**src/rtl/spi_ram_pkg.sv**
```systemverilog
// spi_ram_pkg: SPI_RAM opcodes, command/data widths and arbiter FSM state encoding
package spi_ram_pkg;
  localparam int CMD_W = 10;
  localparam int DATA_W = 8;
  localparam logic [1:0] CMD_WR_ADDR = 2'b00;
  localparam logic [1:0] CMD_WR_DATA = 2'b01;
  localparam logic [1:0] CMD_RD_ADDR = 2'b10;
  localparam logic [1:0] CMD_RD_DATA = 2'b11;
  typedef enum logic [2:0] {
    S_IDLE,
    S_ADDR,
    S_GAP1,
    S_DATA,
    S_GAP2,
    S_WAIT_RD,
    S_DONE
  } state_t;
endpackage

```
**src/rtl/rr_arbiter.sv**
```systemverilog
// rr_arbiter: combinational round-robin pick; search starts at ptr and wraps
//  req  in  NUM_REQ  request vector
//  ptr  in  IW       first index to consider
//  gnt  out NUM_REQ  one-hot winner (zero when no request)
//  idx  out IW       winner index
module rr_arbiter #(
  parameter int NUM_REQ = 2,
  parameter int IW = $clog2(NUM_REQ)
) (
  input  logic [NUM_REQ-1:0] req,
  input  logic [IW-1:0]      ptr,
  output logic [NUM_REQ-1:0] gnt,
  output logic [IW-1:0]      idx
);
  logic [IW:0] s;
  logic found;
  always_comb begin
    gnt = '0;
    idx = '0;
    found = 1'b0;
    s = '0;
    for (int i = 0; i < NUM_REQ; i++) begin
      s = {1'b0, ptr} + (IW+1)'(i);
      s = s >= (IW+1)'(NUM_REQ) ? s - (IW+1)'(NUM_REQ) : s;
      if (!found && req[s[IW-1:0]]) begin
        found = 1'b1;
        gnt[s[IW-1:0]] = 1'b1;
        idx = s[IW-1:0];
      end
    end
  end
endmodule

```
**src/rtl/spi_ram_arbiter.sv**
```systemverilog
// spi_ram_arbiter: round-robin sharing of one SPI_RAM command port among NUM_REQ masters
//  clk, rst_n                      clock, async active-low reset
//  req/req_we/req_addr/req_wdata   per-requester transaction (flat, 8 bits per requester)
//  gnt, done, rdata, err           grant (grant..done), completion pulse, read data, timeout flag
//  ram_din, ram_rx_valid           {opcode, byte} command word and strobe to SPI_RAM
//  ram_dout, ram_tx_valid          SPI_RAM read data and valid
module spi_ram_arbiter
  import spi_ram_pkg::*;
#(
  parameter int NUM_REQ = 2,
  parameter int TIMEOUT = 16
) (
  input  logic                      clk,
  input  logic                      rst_n,
  input  logic [NUM_REQ-1:0]        req,
  input  logic [NUM_REQ-1:0]        req_we,
  input  logic [DATA_W*NUM_REQ-1:0] req_addr,
  input  logic [DATA_W*NUM_REQ-1:0] req_wdata,
  output logic [NUM_REQ-1:0]        gnt,
  output logic [NUM_REQ-1:0]        done,
  output logic [DATA_W-1:0]         rdata,
  output logic                      err,
  output logic [CMD_W-1:0]          ram_din,
  output logic                      ram_rx_valid,
  input  logic [DATA_W-1:0]         ram_dout,
  input  logic                      ram_tx_valid
);
  localparam int IW = $clog2(NUM_REQ);
  localparam int CW = $clog2(TIMEOUT);
  state_t state, state_n;
  logic we_q, we_n, err_n, rxv_n, sel_we;
  logic [DATA_W-1:0] wdata_q, wdata_n, rdata_n, sel_addr, sel_wdata;
  logic [IW-1:0] win_q, win_n, ptr, ptr_n, arb_idx;
  logic [CW-1:0] cnt, cnt_n;
  logic [NUM_REQ-1:0] gnt_n, done_n, arb_gnt;
  logic [CMD_W-1:0] din_n;
  rr_arbiter #(.NUM_REQ(NUM_REQ)) u_rr (
    .req(req),
    .ptr(ptr),
    .gnt(arb_gnt),
    .idx(arb_idx)
  );
  assign sel_we = req_we[arb_idx];
  assign sel_addr = req_addr[{arb_idx, 3'b000} +: DATA_W];
  assign sel_wdata = req_wdata[{arb_idx, 3'b000} +: DATA_W];
  // Outputs are computed one state ahead so each registered value is
  // visible during the state it belongs to.
  always_comb begin
    state_n = state;
    we_n = we_q;
    wdata_n = wdata_q;
    win_n = win_q;
    ptr_n = ptr;
    cnt_n = cnt;
    gnt_n = gnt;
    done_n = '0;
    err_n = 1'b0;
    rdata_n = rdata;
    din_n = ram_din;
    rxv_n = 1'b0;
    case (state)
      S_IDLE: if (|req) begin
        state_n = S_ADDR;
        we_n = sel_we;
        wdata_n = sel_wdata;
        win_n = arb_idx;
        gnt_n = arb_gnt;
        din_n = {sel_we ? CMD_WR_ADDR : CMD_RD_ADDR, sel_addr};
        rxv_n = 1'b1;
      end
      S_ADDR: state_n = S_GAP1;
      S_GAP1: begin
        state_n = S_DATA;
        din_n = {we_q ? CMD_WR_DATA : CMD_RD_DATA, we_q ? wdata_q : '0};
        rxv_n = 1'b1;
      end
      S_DATA: begin
        state_n = we_q ? S_GAP2 : S_WAIT_RD;
        cnt_n = '0;
      end
      S_GAP2: begin
        state_n = S_DONE;
        done_n[win_q] = 1'b1;
      end
      S_WAIT_RD: if (ram_tx_valid || cnt == CW'(TIMEOUT - 1)) begin
        state_n = S_DONE;
        done_n[win_q] = 1'b1;
        rdata_n = ram_tx_valid ? ram_dout : '0;
        err_n = !ram_tx_valid;
      end else cnt_n = cnt + CW'(1);
      S_DONE: begin
        state_n = S_IDLE;
        gnt_n = '0;
        ptr_n = win_q == IW'(NUM_REQ - 1) ? '0 : win_q + IW'(1);
      end
      default: state_n = S_IDLE;
    endcase
  end
  always_ff @(posedge clk or negedge rst_n)
    if (!rst_n) begin
      state <= S_IDLE;
      we_q <= 1'b0;
      wdata_q <= '0;
      win_q <= '0;
      ptr <= '0;
      cnt <= '0;
      gnt <= '0;
      done <= '0;
      err <= 1'b0;
      rdata <= '0;
      ram_din <= '0;
      ram_rx_valid <= 1'b0;
    end else begin
      state <= state_n;
      we_q <= we_n;
      wdata_q <= wdata_n;
      win_q <= win_n;
      ptr <= ptr_n;
      cnt <= cnt_n;
      gnt <= gnt_n;
      done <= done_n;
      err <= err_n;
      rdata <= rdata_n;
      ram_din <= din_n;
      ram_rx_valid <= rxv_n;
    end
endmodule

```
**config.mk**
```make
export PLATFORM = sky130hd
export DESIGN_NAME = spi_ram_arbiter
export DESIGN_NICKNAME = d
export VERILOG_FILES = /design/src/rtl/spi_ram_pkg.sv /design/src/rtl/rr_arbiter.sv /design/src/rtl/spi_ram_arbiter.sv
export SDC_FILE = /design/constraint.sdc
export NUM_CORES = 1
export LEC_CHECK = 0
export ABC_AREA = 0
export CAP_MARGIN = 25
export CORE_ASPECT_RATIO = 0.6
export CORE_MARGIN = 2
export CORE_UTILIZATION = 45
export CTS_CLUSTER_DIAMETER = 30
export DETAILED_ROUTE_END_ITERATION = 8
export GPL_ROUTABILITY_DRIVEN = 0
export PLACE_DENSITY = 0.91
export SLEW_MARGIN = 20
export SYNTH_ARGS = -nofsm -noshare
export SYNTH_HDL_FRONTEND = slang
export SYNTH_SLANG_ARGS = --single-unit
```
**constraint.sdc**
```tcl
create_clock -name clk -period 2.1 [get_ports clk]
set_input_delay 0.63 -clock clk [delete_from_list [all_inputs] [get_ports clk]]
set_output_delay 0.63 -clock clk [all_outputs]
set_load 0.02 [all_outputs]
```
==> results.yml <==
critical_path:
  critPathLaunch: "ram_din[3]"
  worst_ep_required_time_ns: 1.47
  worstSetupStartpointType: "register"
  crit_type: "reg -> out"
  cp_max_fo: 2
  crit_buf_inv: 1
  cpLargestDelayFamily: "buffers and inverters"
  critical-path-max-stage-delay_ns: 0.62
  cp.arrival_ns: 1.32
  rr_startpoint: "cnt[0]"
  endpoint_kind: "primary output"
  path_cells: "clkdlybuf4s50_1"
  crit_slowest_cell: "clkdlybuf4s50_1"
power_and_ir_drop:
  intPower_w: 0.00238
  p_sw_frac: 0.393
  p_clk_frac: 0.164
  power_density_nw_per_um2: 1330
  combPwrFrac: 0.455
  power_frac_seq: 0.381
  switchingPower_w: 0.00154
  power.leakage_nw: 1.34
  ir_drop_mv: 0.722
timing:
  rsz0062_at_grt: "false"
  finalHoldViolCount: 0
  skew_ns: 0.00690
  max-slew-margin-rel: 0.640
  timing.final.ws_setup_ns: 0.149
  clock.fmax_mhz: 513
  finalCriticalPeriod_ns: 1.95
  fin_crit_sh: 0.929
  finalSetupTns_ns: 0
  setup_viol: 0
  hold_slack_ns: 0.287
  drv_slew: 0
  worstMarginPinSlew_ns: 0.537
cts:
  cts_buffers: 5
  clockBufferDepth: 2
  cts_root_buf: "clkbuf_8"
  insertion_delay_ns: 0.30
  cts-htree-levels: 2
  cts_resized: 0
  clk_pin_slew_ns: 0.08
  post-cts-setup-buffer-count: 0
  cts_num_sinks: 42
  cts_tree: "yes"
  holdBufCountCts: 0
synth:
  synthArstFlopShare: 1.00
  synth_top_flop_cell: "dfrtp_1"
  ys_warn_count: 0
  syn_area_sq_um: 2020
  synthCells: 192
  synth_most_common_cell: "dfrtp_1"
  synthDominantCellAreaShare: 0.519
  synth_common_cells: "dfrtp_1, o21ai_0, nand2_1, mux2i_1, a22o_1"
  synth_nets: 240
  synth_area_leader_cell: "dfrtp_1"
  seq_area_frac_synth: 0.519
  ys_types: 37
  ys_ff_latch: 42
  avgSynthCellArea_sq_um: 10.5
  synth_edf_count: 0
  synth_area_leaders: "dfrtp_1, mux2i_1, o21ai_0, a22o_1, nand2_1"
grt:
  grt_pass1_wl_um: 8670
  antenna_found_initial: 0
  grt_overflow: 0
  grt_usage: 0.218
  grt_start_max_net_pins: 24
  grt_pass1_vias: 1789
die:
  die_area_sq_um: 5070
  die_w_um: 90.6
  core_sq_um: 4210
  rows: 18
  start_util: 0.481
  ioPinCount: 71
  dieHeight_um: 56.0
layout:
  antenna_cells: 0
  finish.utilization: 0.698
  nets: 319
  syn_to_final_growth_pct: 45.3
  drive_gt1_frac: 0.114
  stdcell_count: 332
routing:
  wire_per_inst_um: 16.3
  vias: 1843
  drcViolationCount: 0
  via_per_inst: 5.55
  routed_wl_um: 5420
  drt_pass1_iterations: 4
  final_antenna_net_count: 0
  drt_iter0_drc: 96
placed_design:
  dpl.hpwl_um: 3980
  dp_slack_ns: -0.0672
  placed_cells: 324
  io_buffers: 70
run_status:
  outcome: "completed"
job:
  maxCapViolations: 0
min_path:
  hp-class: "in -> async"
==> sequential cells by signal (all words and copies together), names as in the netlist <==
register and cells:
err 1, state 3, ram_din 10, done 2
win_q 1, ram_rx_valid 1, gnt 2, we_q 1
wdata_q 8, cnt 4, rdata 8, ptr 1
==> final cells by class <==
cell class	instances	area, sq um
Timing Repair Buffer	86	816
Fill cell	309	1270
Clock buffer	6	72.6
Clock inverter	2	37.5
Inverter	3	11.3
Sequential cell	42	1050
Tap cell	60	75.1
Multi-Input combinational cell	133	878
==> cells in the final DEF, fill, tap and decap left out, types with 2 or more instances in the layout <==
master	Yosys	routed
mux2i_1	17	17
nor2_1	9	9
a32oi_1	8	8
o21ai_0	25	25
a21oi_1	3	3
nand3_1	4	4
and3_1	3	3
o41ai_1	2	2
nand2_1	23	23
a31oi_1	5	5
buf_4	1	16
nand2b_1	4	4
inv_1	3	3
clkdlybuf4s50_1	0	69
nor2b_1	3	3
a22o_1	10	10
clkbuf_8	0	5
dfrtp_1	42	42
==> power by group through the flow <==
| stage | Clock, W | Combinational [W] | Sequential (W) |
|---|---|---|---|
| finish | 0.000643 | 0.00179 | 0.00150 |
| global placement | 0 | 0.00170 | 0.00148 |
| floorplan | 0 | 0.000921 | 0.00158 |
| detailed placement | 0 | 0.00177 | 0.00149 |
| global route | 0.000675 | 0.00193 | 0.00154 |
| CTS | 0.000642 | 0.00179 | 0.00149 |
==> metal layers <==
layer  vias up  global-route usage  share of wire
li1        853                   -              -
met1       887               0.306           0.45
met2        92               0.326           0.45
met3        11              0.0556          0.084
met4         0              0.0857          0.021
met5         -                   0              0
==> worst paths after layout <==
| path | endpoint | cells past startpoint | slack, ns |
|---|---|---|---|
| max in group asynchronous | wdata_q[1] | 2 | 1.17 |
| setup reg to reg | cnt[0] | 5 | 0.29 |
| hold / removal | gnt[1] | 1 | 0.29 |
| min in group clk | wdata_q[5] | 2 | 0.50 |
| hold reg to reg | wdata_q[5] | 2 | 0.50 |
| setup / recovery | ram_din[3] | 1 | 0.15 |
==> cell families after synthesis <==
group / synth area share
mux: 0.0970
compound gates: 0.201
simple gates: 0.129
fa+ha+maj: 0.00618
buf+inv: 0.0470
flops: 0.519
==> metrics by stage <==
step	total power (W)	area, sq um
after detailed placement	0.00326	2830
final	0.00392	2940
after floorplan	0.00250	2020
after global placement	0.00318	2830
after global routing	0.00414	2940
after CTS	0.00392	2940
Note: power is estimated with default switching activity, not from simulation.
